## config.mk

```make
export PLATFORM = sky130hd
export DESIGN_NAME = i2c_slave_responder
export DESIGN_NICKNAME = d
export VERILOG_FILES = /design/src/rtl/i2c_responder_pkg.sv /design/src/rtl/i2c_line_sync.sv /design/src/rtl/i2c_slave_responder.sv
export SDC_FILE = /design/constraint.sdc
export NUM_CORES = 1
export LEC_CHECK = 0
export ABC_CLOCK_PERIOD_IN_PS = 2200
export CAP_MARGIN = 30
export CORE_MARGIN = 5
export CORE_UTILIZATION = 48
export CTS_BUF_LIST = sky130_fd_sc_hd__clkbuf_8
export DETAILED_ROUTE_END_ITERATION = 8
export GPL_TIMING_DRIVEN = 0
export PLACE_DENSITY = 0.79
export SKIP_CTS_REPAIR_TIMING = 1
export SLEW_MARGIN = 20
export SYNTH_ARGS = -nofsm -noshare
export SYNTH_HDL_FRONTEND = slang
export SYNTH_SLANG_ARGS = --single-unit
```

## constraint.sdc

```tcl
create_clock -name clk_i -period 2.2 [get_ports clk_i]
set_input_delay 0.33 -clock clk_i [delete_from_list [all_inputs] [get_ports clk_i]]
set_output_delay 0.33 -clock clk_i [all_outputs]
set_load 0.005 [all_outputs]
```

## src/rtl/i2c_responder_pkg.sv

```systemverilog
// Shared state/op types and default constants for the I2C slave responder.
package i2c_responder_pkg;

   typedef enum logic [2:0] {
      ST_IDLE,
      ST_ADDR,
      ST_ADDR_ACK,
      ST_WR_BYTE,
      ST_WR_ACK,
      ST_RD_BYTE,
      ST_RD_ACK,
      ST_IGNORE
   } resp_state_t;

   typedef enum logic {
      I2C_WRITE = 1'b0,
      I2C_READ  = 1'b1
   } i2c_op_t;

   localparam logic [7:0] RD_IDLE_BYTE_DEF = 8'hFF;
   localparam int         SYNC_DEPTH_DEF   = 2;

   function automatic logic [15:0] sat_inc16(input logic [15:0] v);
      return (v == 16'hFFFF) ? v : v + 16'd1;
   endfunction

endpackage

```

## src/rtl/i2c_line_sync.sv

```systemverilog
// Synchronises SCL/SDA and derives SCL edge and START/STOP condition pulses.
module i2c_line_sync
   import i2c_responder_pkg::*;
#(
   parameter int SYNC_STAGES = SYNC_DEPTH_DEF
) (
   input  logic clk_i,
   input  logic rst_i,
   input  logic scl_i,
   input  logic sda_i,
   output logic sda_o,
   output logic scl_rise_o,
   output logic scl_fall_o,
   output logic start_o,
   output logic stop_o
);

   logic [SYNC_STAGES-1:0] scl_sync_q, scl_sync_d;
   logic [SYNC_STAGES-1:0] sda_sync_q, sda_sync_d;
   logic                   scl_prev_q, scl_prev_d;
   logic                   sda_prev_q, sda_prev_d;
   logic                   scl_s, sda_s;

   always_comb begin
      scl_sync_d = {scl_sync_q[SYNC_STAGES-2:0], scl_i};
      sda_sync_d = {sda_sync_q[SYNC_STAGES-2:0], sda_i};
      scl_s      = scl_sync_q[SYNC_STAGES-1];
      sda_s      = sda_sync_q[SYNC_STAGES-1];
      scl_prev_d = scl_s;
      sda_prev_d = sda_s;
   end

   // Reset to the idle bus level so leaving reset never fabricates an edge on a quiet bus.
   always_ff @(posedge clk_i) begin
      if (rst_i) begin
         scl_sync_q <= '1;
         sda_sync_q <= '1;
         scl_prev_q <= 1'b1;
         sda_prev_q <= 1'b1;
      end else begin
         scl_sync_q <= scl_sync_d;
         sda_sync_q <= sda_sync_d;
         scl_prev_q <= scl_prev_d;
         sda_prev_q <= sda_prev_d;
      end
   end

   assign sda_o      = sda_s;
   assign scl_rise_o = scl_s & ~scl_prev_q;
   assign scl_fall_o = ~scl_s & scl_prev_q;
   assign start_o    = scl_s & scl_prev_q & sda_prev_q & ~sda_s;
   assign stop_o     = scl_s & scl_prev_q & ~sda_prev_q & sda_s;

endmodule

```

## src/rtl/i2c_slave_responder.sv

```systemverilog
// Oversampled I2C slave: address match, write streaming, read fetch via rd_req/rd_avail.
//   state       | meaning
//   ST_IDLE     | bus not addressed, wait for START
//   ST_ADDR     | shift address + R/W bit
//   ST_ADDR_ACK | driving address ACK
//   ST_WR_BYTE  | shift a write byte in
//   ST_WR_ACK   | driving (or withholding) write ACK
//   ST_RD_BYTE  | driving read byte bits
//   ST_RD_ACK   | sample master ACK/NACK
//   ST_IGNORE   | not ours / finished, wait for START or STOP
module i2c_slave_responder
   import i2c_responder_pkg::*;
#(
   parameter int                        I2C_ADDR_WIDTH = 7,
   parameter int                        I2C_DATA_WIDTH = 8,
   parameter int                        SYNC_STAGES    = SYNC_DEPTH_DEF,
   parameter logic [I2C_DATA_WIDTH-1:0] RD_IDLE_BYTE   = RD_IDLE_BYTE_DEF
) (
   input  logic                      clk_i,
   input  logic                      rst_i,
   input  logic                      scl_i,
   input  logic                      sda_i,
   output logic                      sda_oe,
   input  logic [I2C_ADDR_WIDTH-1:0] slave_addr,
   input  logic                      wr_full,
   output logic [I2C_DATA_WIDTH-1:0] wr_data,
   output logic                      wr_valid,
   output logic                      rd_req,
   input  logic                      rd_avail,
   input  logic [I2C_DATA_WIDTH-1:0] rd_data,
   output logic                      start_det,
   output logic                      stop_det,
   output logic                      busy,
   output logic                      op_rd,
   output logic [15:0]               byte_cnt
);

   localparam int SHIFT_W = (I2C_ADDR_WIDTH + 1 > I2C_DATA_WIDTH) ? I2C_ADDR_WIDTH + 1
                                                                   : I2C_DATA_WIDTH;
   localparam int CNT_W   = $clog2(SHIFT_W + 1);
   localparam logic [CNT_W-1:0] ADDR_BITS = CNT_W'(I2C_ADDR_WIDTH + 1);
   localparam logic [CNT_W-1:0] DATA_BITS = CNT_W'(I2C_DATA_WIDTH);
   localparam logic [CNT_W-1:0] CNT_ONE   = CNT_W'(1);

   logic sda_s, scl_rise, scl_fall, start_s, stop_s;

   i2c_line_sync #(
      .SYNC_STAGES (SYNC_STAGES)
   ) u_line_sync (
      .clk_i      (clk_i),
      .rst_i      (rst_i),
      .scl_i      (scl_i),
      .sda_i      (sda_i),
      .sda_o      (sda_s),
      .scl_rise_o (scl_rise),
      .scl_fall_o (scl_fall),
      .start_o    (start_s),
      .stop_o     (stop_s)
   );

   resp_state_t               state_q, state_d;
   logic [SHIFT_W-1:0]        shift_q, shift_d;
   logic [CNT_W-1:0]          bit_cnt_q, bit_cnt_d;
   logic                      sda_oe_q, sda_oe_d;
   logic                      busy_q, busy_d;
   i2c_op_t                   op_q, op_d;
   logic [15:0]               byte_cnt_q, byte_cnt_d;
   logic [I2C_DATA_WIDTH-1:0] wr_data_q, wr_data_d;
   logic                      wr_valid_q, wr_valid_d;
   logic                      ack_q, ack_d;
   logic                      mack_q, mack_d;
   logic                      start_det_q, start_det_d;
   logic                      stop_det_q, stop_det_d;
   logic                      rd_req_c;
   logic [I2C_DATA_WIDTH-1:0] rd_byte;

   assign rd_byte = rd_avail ? rd_data : RD_IDLE_BYTE;

   always_comb begin
      state_d     = state_q;
      shift_d     = shift_q;
      bit_cnt_d   = bit_cnt_q;
      sda_oe_d    = sda_oe_q;
      busy_d      = busy_q;
      op_d        = op_q;
      byte_cnt_d  = byte_cnt_q;
      wr_data_d   = wr_data_q;
      wr_valid_d  = 1'b0;
      ack_d       = ack_q;
      mack_d      = mack_q;
      start_det_d = 1'b0;
      stop_det_d  = 1'b0;
      rd_req_c    = 1'b0;

      if (start_s) begin
         state_d     = ST_ADDR;
         shift_d     = '0;
         bit_cnt_d   = ADDR_BITS;
         byte_cnt_d  = '0;
         sda_oe_d    = 1'b0;
         start_det_d = 1'b1;
      end else if (stop_s) begin
         state_d    = ST_IDLE;
         sda_oe_d   = 1'b0;
         busy_d     = 1'b0;
         stop_det_d = 1'b1;
      end else begin
         unique case (state_q)
            ST_IDLE, ST_IGNORE: sda_oe_d = 1'b0;

            ST_ADDR: begin
               if (scl_rise && bit_cnt_q != '0) begin
                  shift_d   = {shift_q[SHIFT_W-2:0], sda_s};
                  bit_cnt_d = bit_cnt_q - CNT_ONE;
               end else if (scl_fall && bit_cnt_q == '0) begin
                  if (shift_q[I2C_ADDR_WIDTH:1] == slave_addr) begin
                     sda_oe_d = 1'b1;
                     busy_d   = 1'b1;
                     op_d     = i2c_op_t'(shift_q[0]);
                     state_d  = ST_ADDR_ACK;
                  end else begin
                     state_d = ST_IGNORE;
                  end
               end
            end

            ST_ADDR_ACK: begin
               if (scl_fall) begin
                  bit_cnt_d = DATA_BITS;
                  if (op_q == I2C_READ) begin
                     rd_req_c = 1'b1;
                     shift_d  = SHIFT_W'(rd_byte);
                     sda_oe_d = ~rd_byte[I2C_DATA_WIDTH-1];
                     state_d  = ST_RD_BYTE;
                  end else begin
                     sda_oe_d = 1'b0;
                     state_d  = ST_WR_BYTE;
                  end
               end
            end

            ST_WR_BYTE: begin
               if (scl_rise && bit_cnt_q != '0) begin
                  shift_d   = {shift_q[SHIFT_W-2:0], sda_s};
                  bit_cnt_d = bit_cnt_q - CNT_ONE;
               end else if (scl_fall && bit_cnt_q == '0) begin
                  state_d = ST_WR_ACK;
                  ack_d   = ~wr_full;
                  if (!wr_full) begin
                     wr_data_d  = shift_q[I2C_DATA_WIDTH-1:0];
                     wr_valid_d = 1'b1;
                     byte_cnt_d = sat_inc16(byte_cnt_q);
                     sda_oe_d   = 1'b1;
                  end else begin
                     sda_oe_d = 1'b0;
                  end
               end
            end

            ST_WR_ACK: begin
               if (scl_fall) begin
                  sda_oe_d  = 1'b0;
                  bit_cnt_d = DATA_BITS;
                  state_d   = ack_q ? ST_WR_BYTE : ST_IGNORE;
               end
            end

            // bit_cnt counts bits still on the wire, including the one being driven now.
            ST_RD_BYTE: begin
               if (scl_fall) begin
                  if (bit_cnt_q == CNT_ONE) begin
                     sda_oe_d = 1'b0;
                     state_d  = ST_RD_ACK;
                  end else begin
                     shift_d   = shift_q << 1;
                     sda_oe_d  = ~shift_q[I2C_DATA_WIDTH-2];
                     bit_cnt_d = bit_cnt_q - CNT_ONE;
                  end
               end
            end

            ST_RD_ACK: begin
               if (scl_rise) begin
                  mack_d     = ~sda_s;
                  byte_cnt_d = sat_inc16(byte_cnt_q);
               end else if (scl_fall) begin
                  if (mack_q) begin
                     rd_req_c  = 1'b1;
                     shift_d   = SHIFT_W'(rd_byte);
                     sda_oe_d  = ~rd_byte[I2C_DATA_WIDTH-1];
                     bit_cnt_d = DATA_BITS;
                     state_d   = ST_RD_BYTE;
                  end else begin
                     state_d = ST_IGNORE;
                  end
               end
            end

            default: state_d = ST_IDLE;
         endcase
      end
   end

   always_ff @(posedge clk_i) begin
      if (rst_i) begin
         state_q     <= ST_IDLE;
         shift_q     <= '0;
         bit_cnt_q   <= '0;
         sda_oe_q    <= 1'b0;
         busy_q      <= 1'b0;
         op_q        <= I2C_WRITE;
         byte_cnt_q  <= '0;
         wr_data_q   <= '0;
         wr_valid_q  <= 1'b0;
         ack_q       <= 1'b0;
         mack_q      <= 1'b0;
         start_det_q <= 1'b0;
         stop_det_q  <= 1'b0;
      end else begin
         state_q     <= state_d;
         shift_q     <= shift_d;
         bit_cnt_q   <= bit_cnt_d;
         sda_oe_q    <= sda_oe_d;
         busy_q      <= busy_d;
         op_q        <= op_d;
         byte_cnt_q  <= byte_cnt_d;
         wr_data_q   <= wr_data_d;
         wr_valid_q  <= wr_valid_d;
         ack_q       <= ack_d;
         mack_q      <= mack_d;
         start_det_q <= start_det_d;
         stop_det_q  <= stop_det_d;
      end
   end

   // rd_req is combinational so the source can answer in the same cycle; mask it during reset.
   assign rd_req    = rd_req_c & ~rst_i;
   assign sda_oe    = sda_oe_q;
   assign busy      = busy_q;
   assign op_rd     = (op_q == I2C_READ);
   assign byte_cnt  = byte_cnt_q;
   assign wr_data   = wr_data_q;
   assign wr_valid  = wr_valid_q;
   assign start_det = start_det_q;
   assign stop_det  = stop_det_q;

endmodule
```

# [After elaboration in Yosys (flattened, before gate mapping)]
# Cells that the tools add are included.
[classes] addsub=2 eq_ne=47 muxes=70 bitwise_logic=21 n_reduce_logical=32
[op_table] cell="$mux W16" n=5
[op_table] cell="$mux W8" n=9
[op_table] cell="$ne A4 B4 Y1 const B" n=10
[op_table] cell="$mux W3" n=13
[op_table] cell="$mux W4" n=9
[op_table] cell="$ne A2 B2 Y1 const B" n=18
[op_table] cell="$reduce_and A11 Y1" n=3
[op_table] cell="$pmux W16 S2" n=1
[op_table] cell="$pmux W8 S4" n=1
[op_table] cell="$mux W1" n=27
[op_table] cell="$pmux W3 S6" n=1
[op_table] cell="$reduce_and A6 Y1" n=3
[op_table] cell="$reduce_and A9 Y1" n=2
[op_table] cell="$add A16 B1 Y16 const B" n=1
[op_table] cell="$eq A16 B16 Y1 const B" n=1
[op_table] cell="$pmux W4 S4" n=1
[op_table] cell="$ne A3 B3 Y1 const B" n=5
[op_table] cell="$not A1 Y1" n=13
[op_table] cell="$eq A3 B3 Y1 const B" n=4
[op_table] cell="$reduce_bool A4 Y1" n=3
[op_table] cell="$reduce_and A10 Y1" n=1
[op_table] cell="$reduce_and A5 Y1" n=2
[op_table] cell="$and A1 B1 Y1" n=8
[op_table] cell="$reduce_bool A2 Y1" n=4
[op_table] cell="20 further kinds" n=27
[totals] reg_bits=53 inputBits=21 elab_cells=191

# [Longest topological paths before layout]
# Gate-level depths: netlist of run 1.
[logic_depth] ltp_word=8 mapped_depth=9 depth_no_buf=7

# [Hierarchy]
# Synthesis of run 1 repeated with hierarchy kept, for this count alone.
[hier_totals] hier_cells=329 area_unflattened_um2=2865.2
[by_module_without_submodules] mod="i2c_slave_responder" n_inst=1 cells_each=313 area_each_um2=2675.1
[by_module_without_submodules] mod="i2c_line_sync" n_inst=1 cells_each=16 area_each_um2=190.2

# [Worst setup path before layout of run 1]
# No wires, ideal clock.
[synth_timing] path_kind="register to register" startpoint="register bit_cnt_q[0]" endpoint="register byte_cnt_q[8], in the netlist byte_cnt[8]" arrival_time_ns=2.019 required_time_ns=2.128 path_slack_ns=0.109 stages_incl_launch_ff=9 path_buffers=1 synth_period_minus_slack_ns=2.091 path_cell_list="dfxtp_1 > inv_1 > ha_1 > or3b_1 > buf_2 > nor4_4 > o22ai_2 > or4_1 > a21oi_1"
[synth_between] elab_chain_cells=4
[synth_lines] item="start: declaration" line_no="i2c_slave_responder.sv:63" source="logic [CNT_W-1:0] bit_cnt_q, bit_cnt_d;"
[synth_lines] item="start signal: assignment" line_no="i2c_slave_responder.sv:222" source="bit_cnt_q <= bit_cnt_d;"
[synth_lines] item="$logic_not A4 Y1 or $reduce_bool A4 Y1 (tied branches)" line_no="i2c_slave_responder.sv:146, i2c_slave_responder.sv:143"
[synth_lines] item="$logic_and A1 B1 Y1 (on tied branches)" line_no="i2c_slave_responder.sv:146, i2c_slave_responder.sv:143"
[synth_lines] item="$ne A2 B2 Y1 (no line)"
[synth_lines] item="$reduce_and A6 Y1 (no line) *"
[synth_lines] item="end signal: assignment" line_no="i2c_slave_responder.sv:226" source="byte_cnt_q <= byte_cnt_d;"
[synth_lines] item="end: declaration" line_no="i2c_slave_responder.sv:67" source="logic [15:0] byte_cnt_q, byte_cnt_d;"
# Every way passes the cells marked *; elsewhere a longest branch is shown, timed or not.
# A chain may end at the register's enable or synchronous reset.

# [Worst setup path in the final report of run 1]
# Ends and elaborated chain as after synthesis.

==> key figures, run 1 <==
Outcome
  • Outcome: finished, violations left
  • Failing checks: negative setup slack

Synthesis
  • Predominant post-synthesis flop cell: dfxtp_1
  • Cells after synthesis: 325
  • Register area share after synthesis: 0.394
  • Cell variety after synth: 50
  • Async SR Flop Fraction: 0
  • Netlist Area Pre-Place: 2690 µm²
  • Number of synthesized flops with an enable pin: 0
  • Synth Register Bits: 53
  • Yosys warnings: 0
  • Syn Nets: 350
  • Average cell area after synthesis: 8.29 µm²

Detailed routing
  • Post-route ant nets: 0
  • Routed wl met3: 402 µm
  • Routed vias/inst: 5.73
  • Avg WL per Cell: 15.5 µm
  • M1 wire length: 3170 µm
  • DRT iter0 DRCs: 124
  • DRC violations left: 0
  • Max Used Layer: met4
  • TritonRoute pass-1 iters: 4
  • Detail Route met2 WL: 3390 µm
  • DRT Wirelength: 7120 µm
  • Vias: 2,637

Timing
  • Fin worst setup slack: -0.0411 ns
  • Fin Setup TNS: -0.0502 ns
  • RSZ-0062 raised after global routing: true
  • Fin. max-slew vios: 0
  • Tmin final: 2.24 ns
  • Hold violation count in the final report: 0
  • Worst Tran Pin Value: 0.506 ns
  • Worst Clk Skew: 0.00708 ns
  • Final hold slack: 0.414 ns
  • Final setup vio count: 2
  • Period utilization: 1.02
  • Slew HR: 0.663
  • Fmax: 0.446 GHz

Clock network
  • H-tree levels: 2
  • CTS tree: yes
  • CTS Root Cell: clkbuf_8
  • CTS Buf Count: 5
  • Clock transition at the registers of the reported paths: 0.09 ns
  • Max Buffers Root-to-Sink: 2
  • Clock net sink count: 53
  • Worst-Skew Late Latency: 0.30 ns

Die
  • Die H: 84.9 µm
  • Die W: 84.9 µm
  • Core area: 5470 µm²
  • Initial Util: 0.492
  • Area of the die: 7210 µm²
  • FP Rows: 27
  • I/O Pins: 52

Final layout
  • Layout overhead on the synthesized area: 29.3%
  • Storage element area: 1070 µm²
  • Ant diodes: 0
  • NumNets Final: 412
  • Fill cells: 478
  • Area of the multi-input gates: 1590 µm²
  • Share of layout cells above drive strength 1: 0.116
  • Final instance area: 3480 µm²
  • Most common cell after layout, fill and taps aside: clkdlybuf4s50_1
  • Most frequent cells in the layout: 50 x clkdlybuf4s50_1, 49 x dfxtp_1, 30 x nor2_1

Worst setup path
  • Req. time, crit path: 2.43 ns
  • R2r endpoint: byte_cnt[8]$_SDFFE_PP0P_
  • Worst R2R Path Depth: 10
  • Worst setup path category: register to register
  • R2R setup slack: -0.04 ns
  • Setup crit end kind: register
  • CP startpoint kind: register
  • R2R Path Start: bit_cnt_q[0]$_SDFFE_PP0P_
  • CP Max Fanout: 8
  • Critical Path AT: 2.47 ns

Global routing
  • Initial antenna violation count: 0
  • Vias in the first global route: 2,389
  • Largest net degree at the start of global routing: 15
  • Gr ovfl total: 0
  • Global-route wire length before repair: 11,400 µm
  • All-Layer GR Usage: 0.191

Power
  • Leakage Power: 1.19 nW
  • Pwr Total: 0.00175 W
  • Pwr Density: 502 nW/µm²
  • Max VDD drop: 0.000340 V

Worst hold path
  • Min-Delay Startpoint: u_line_sync.scl_sync_q[0]$_SDFF_PP1_
  • Hold depth: 1
  • Hold EP: u_line_sync.scl_sync_q[1]$_SDFF_PP1_
  • Worst min path class: register to register

Placement
  • DP Wirelength: 5120 µm
  • DP Area: 3280 µm²
  • Placement Setup Slack: -0.181 ns
  • Port bufs: 50
  • Final RePlAce weighted congestion: 0.909

Flow run
  • Number of max-cap violations: 0
critical path: stages, from the launching register on:
cell     delay [ns]
dfxtp_4        0.37
inv_2          0.06
ha_2           0.15
or3b_4         0.37
buf_6          0.15
nor4_4         0.11
buf_4          0.19
o22ai_4        0.09
buf_6          0.14
or4_4          0.41
a21oi_2        0.12
layout make-up:
type                            instances  share of cell area
Sequential cell                        53               0.307
Buffer                                 16              0.0226
Clock buffer                            5              0.0198
Multi-Input combinational cell        247               0.455
Inverter                                8             0.00862
Tap cell                               72              0.0259
Clock inverter                          3             0.00323
Timing Repair Buffer                   56               0.158
how the worst max path moves through the flow:
stage,depth (start not counted),end,startpoint,slack (ns)
floorplan,8,byte_cnt[8]$_SDFFE_PP0P_,bit_cnt_q[0]$_SDFFE_PP0P_,0.11
global placement,9,byte_cnt[14]$_SDFFE_PP0P_,bit_cnt_q[0]$_SDFFE_PP0P_,-0.16
detailed placement,9,byte_cnt[14]$_SDFFE_PP0P_,bit_cnt_q[0]$_SDFFE_PP0P_,-0.18
CTS,9,byte_cnt[8]$_SDFFE_PP0P_,bit_cnt_q[0]$_SDFFE_PP0P_,-0.20
global route,10,byte_cnt[8]$_SDFFE_PP0P_,bit_cnt_q[0]$_SDFFE_PP0P_,-0.14
finish,10,byte_cnt[8]$_SDFFE_PP0P_,bit_cnt_q[0]$_SDFFE_PP0P_,-0.04
flip-flops by register name, summed over array words and instances (netlist names), 2 cells and up:
| register | count |
|---|---|
| u_line_sync.sda_sync_q | 2 |
| state_q | 3 |
| byte_cnt | 16 |
| shift_q | 8 |
| u_line_sync.scl_sync_q | 2 |
| bit_cnt_q | 4 |
| wr_data | 8 |
cells in the mapped netlist, types with 5 or more instances:
| cell | instances | share of area |
|---|---|---|
| or2_2 | 7 | 0.016 |
| dfxtp_1 | 53 | 0.39 |
| nand2_1 | 27 | 0.038 |
| mux2i_1 | 14 | 0.052 |
| nand4_1 | 5 | 0.012 |
| or3_1 | 9 | 0.021 |
| nor3_1 | 8 | 0.015 |
| o21ai_0 | 18 | 0.033 |
| xor2_1 | 13 | 0.042 |
| nor2_1 | 31 | 0.043 |
| nand3_1 | 17 | 0.032 |
| o21ai_1 | 10 | 0.019 |
| inv_1 | 8 | 0.011 |
| a21oi_1 | 16 | 0.030 |
| nor2b_1 | 10 | 0.023 |
| clkbuf_1 | 12 | 0.017 |
| o211ai_1 | 5 | 0.014 |
logic make-up (layout without fill, tap and decap cells):
family                   Yosys count  in the layout  synth area share
multiplexers                      15             15            0.0562
buffers and inverters             25             88            0.0381
flip-flops                        53             53             0.394
AND/OR/NAND/NOR                  137            137             0.270
adder cells (fa/ha/maj)            4              4            0.0186
AO/OA/AOI/OAI                     77             77             0.177
XOR/XNOR                          14             14            0.0455
per-layer routing:
metal  track usage  up-vias
li1              -     1288
met1         0.258     1246
met2         0.305       87
met3        0.0291       16
met4        0.0791        0
met5             0        -
where the power goes:
| group | internal, W | switching (W) |
|---|---|---|
| sequential | 0.000980 | 0.0000243 |
| combinational | 0.000108 | 0.000122 |
| clock | 0.000213 | 0.000301 |
per-stage QoR:
| step | util | cells |
|---|---|---|
| after floorplan | - | 325 |
| after global placement | 0.600 | 447 |
| after detailed placement | 0.600 | 447 |
| after CTS | 0.615 | 455 |
| after global routing | 0.636 | 460 |
| final | 0.636 | 460 |
(Power assumes the default switching activity.)
==> run 2: changes to the inputs <==
--- a/config.mk
+++ b/config.mk
@@ -7,12 +7,14 @@
 export LEC_CHECK = 0
 export ABC_CLOCK_PERIOD_IN_PS = 2200
 export CAP_MARGIN = 30
+export CELL_PAD_IN_SITES_DETAIL_PLACEMENT = 1
+export CELL_PAD_IN_SITES_GLOBAL_PLACEMENT = 1
 export CORE_MARGIN = 5
-export CORE_UTILIZATION = 48
+export CORE_UTILIZATION = 36
 export CTS_BUF_LIST = sky130_fd_sc_hd__clkbuf_8
 export DETAILED_ROUTE_END_ITERATION = 8
 export GPL_TIMING_DRIVEN = 0
-export PLACE_DENSITY = 0.79
+export PLACE_DENSITY = 0.8
 export SKIP_CTS_REPAIR_TIMING = 1
 export SLEW_MARGIN = 20
 export SYNTH_ARGS = -nofsm -noshare
==> key figures, run 2 (synthesized netlist as in run 1, its figures left out) <==
Timing
  • Fin. max-slew vios: 0 (unchanged)
  • Fmax: 0.441 GHz (-1.1%)
  • Tmin final: 2.27 ns (+0.0241 ns)
  • Fin Setup TNS: -0.0882 ns (-0.0380 ns)
  • Worst Clk Skew: 0.00640 ns (-0.000679 ns)
  • RSZ-0062 raised after global routing: true
  • Period utilization: 1.03 (+0.0109)
  • Final setup vio count: 3 (+1)
  • Fin worst setup slack: -0.0651 ns (-0.0241 ns)
  • Hold violation count in the final report: 0 (unchanged)
  • Slew HR: 0.513 (-0.150)
  • Worst Tran Pin Value: 0.724 ns (+0.219 ns)

Flow run
  • Number of max-cap violations: 0 (unchanged)

Detailed routing
  • TritonRoute pass-1 iters: 4 (unchanged)
  • DRT Wirelength: 8210 µm (+15%)
  • DRT iter0 DRCs: 123 (-0.81%)
  • Post-route ant nets: 0 (unchanged)
  • Avg WL per Cell: 16.6 µm (+7.4%)
  • Vias: 2,642 (+0.19%)
  • DRC violations left: 0 (unchanged)
  • Routed vias/inst: 5.35 (-6.7%)

Final layout
  • Fill cells: 863 (+81%)
  • Layout Utilization: 0.496 (-0.140)
  • Area of the multi-input gates: 1590 µm² (unchanged)
  • Storage element area: 1070 µm² (+0.47%)
  • Ant diodes: 0 (unchanged)
  • Largest register FFs: 16 (unchanged)
  • Most frequent cells in the layout: 50 x clkdlybuf4s50_1, 49 x dfxtp_1, 30 x nor2_1
  • Most common cell after layout, fill and taps aside: clkdlybuf4s50_1
  • Final instance area: 3600 µm² (+3.4%)
  • Share of layout cells above drive strength 1: 0.137 (+0.0207)
  • NumNets Final: 419 (+1.7%)
  • Layout overhead on the synthesized area: 33.7%

Global routing
  • Initial antenna violation count: 0 (unchanged)
  • Gr ovfl total: 0 (unchanged)
  • All-Layer GR Usage: 0.175 (-0.0165)
  • Vias in the first global route: 2,595 (+8.6%)
  • Largest net degree at the start of global routing: 18 (+3)
  • Global-route wire length before repair: 12,900 µm (+13%)

Worst setup path
  • CP peak stage delay: 0.39 ns (-0.02 ns)
  • Worst R2R Path Depth: 9 (-1)
  • Setup crit end kind: register
  • R2R Path Start: u_line_sync.scl_sync_q[1]$_SDFF_PP1_
  • CP dominant cell by count: buf_6
  • CP startpoint kind: register
  • R2R setup slack: -0.07 ns (-0.02 ns)
  • CP Max Fanout: 10 (+2)
  • CP startpoint: u_line_sync.scl_sync_q[1]$_SDFF_PP1_
  • Req. time, crit path: 2.44 ns (about the same)
  • Worst setup path category: register to register
  • Worst Setup EP: byte_cnt[8]$_SDFFE_PP0P_
  • R2r endpoint: byte_cnt[8]$_SDFFE_PP0P_
  • Critical Path AT: 2.50 ns (+0.03 ns)
  • Slowest library cell on the worst path: or4_1
  • Crit-path cells: clkbuf_1 -> nand3b_1 -> buf_4 -> nor4_4 -> buf_6 -> o22ai_4 -> buf_6 -> or4_1 -> a21oi_1

Clock network
  • H-tree levels: 2 (unchanged)
  • Max Buffers Root-to-Sink: 2 (unchanged)
  • CTS Root Cell: clkbuf_8
  • CTS Buf Count: 5 (unchanged)
  • Clock transition at the registers of the reported paths: 0.10 ns (about the same)
  • Clock net sink count: 53 (unchanged)
  • Worst-Skew Late Latency: 0.30 ns (about the same)
  • CTS tree: yes

Power
  • Max VDD drop: 0.000318 V (-6.5%)
  • Leakage Power: 1.21 nW (+2.3%)
  • Pwr Total: 0.00181 W (+3.7%)
  • Pwr Density: 503 nW/µm² (+0.25%)

Die
  • Core area: 7250 µm² (+33%)
  • Initial Util: 0.371 (-0.121)
  • Area of the die: 9310 µm² (+29%)
  • Die H: 96.5 µm (+14%)
  • FP Rows: 31 (+15%)
  • Die W: 96.5 µm (+14%)
  • I/O Pins: 52 (unchanged)

Worst hold path
  • Hold depth: 1 (unchanged)
  • Worst min path class: register to register

Outcome
  • Outcome: finished, violations left
  • Failing checks: negative setup slack

Placement
  • DP Area: 3320 µm² (+1.0%)
  • Port bufs: 50 (unchanged)
  • DP Wirelength: 5970 µm (+17%)
  • Final RePlAce weighted congestion: 0.880 (-3.2%)
==> run 2: cell count changes in the layout (fill, tap and decap cells not counted), sizes merged <==
cell / change
clkinvlp: +1
buf: +7
clkinv: +1
inv: -2
==> run 2: worst min-delay path by stage <==
| stage | start | end | slack, ns |
|---|---|---|---|
| finish | u_line_sync.scl_sync_q[0]$_SDFF_PP1_ | u_line_sync.scl_sync_q[1]$_SDFF_PP1_ | 0.43 |
| global route | u_line_sync.scl_sync_q[0]$_SDFF_PP1_ | u_line_sync.scl_sync_q[1]$_SDFF_PP1_ | 0.45 |
| CTS | u_line_sync.scl_sync_q[0]$_SDFF_PP1_ | u_line_sync.scl_sync_q[1]$_SDFF_PP1_ | 0.44 |
| detailed placement | u_line_sync.scl_sync_q[0]$_SDFF_PP1_ | u_line_sync.scl_sync_q[1]$_SDFF_PP1_ | 0.41 |
| global placement | u_line_sync.scl_sync_q[0]$_SDFF_PP1_ | u_line_sync.scl_sync_q[1]$_SDFF_PP1_ | 0.39 |
| floorplan | u_line_sync.scl_sync_q[0]$_SDFF_PP1_ | u_line_sync.scl_sync_q[1]$_SDFF_PP1_ | 0.39 |
==> run 2: per-stage QoR <==
stage | instances | hold slack [ns] | setup WS [ns]
CTS | 482 | 0.435 | -0.281
detailed placement | 474 | 0.410 | -0.255
floorplan | 325 | 0.389 | 0.109
global placement | 474 | 0.391 | -0.176
finish | 494 | 0.429 | -0.0651
global route | 494 | 0.450 | -0.173
==> run 2: area by class of cell <==
type | instances | area share
plain buffers | 17 | 0.0247
repair buffers | 62 | 0.169
inverters | 8 | 0.00834
clock inverters | 3 | 0.00591
well taps | 99 | 0.0344
flip-flops and latches | 53 | 0.298
multi-input cells | 247 | 0.440
clock buffers | 5 | 0.0191
==> run 2: worst max-delay path: cells and delay by family (launching register included) <==
family	cells	cell delay (ns)
AND/OR/NAND/NOR	3	0.93
buffers and inverters	4	0.71
flip-flops	1	0.31
AO/OA/AOI/OAI	2	0.24
==> run 2: where the power goes <==
group | leakage [nW] | switching (W) | internal, W
logic | 0.736 | 0.000132 | 0.000112
clock network | 0.0445 | 0.000339 | 0.000227
registers | 0.432 | 0.0000245 | 0.000978
total | 1.21 | 0.000496 | 0.00132
==> run 2: per-layer routing <==
layer  up-vias  share of wire  GRT usage
met5         -              0          0
met4         0         0.0049     0.0374
met3         4          0.031     0.0256
met2        50           0.49      0.283
met1      1286           0.47      0.246
li1       1302              -          -
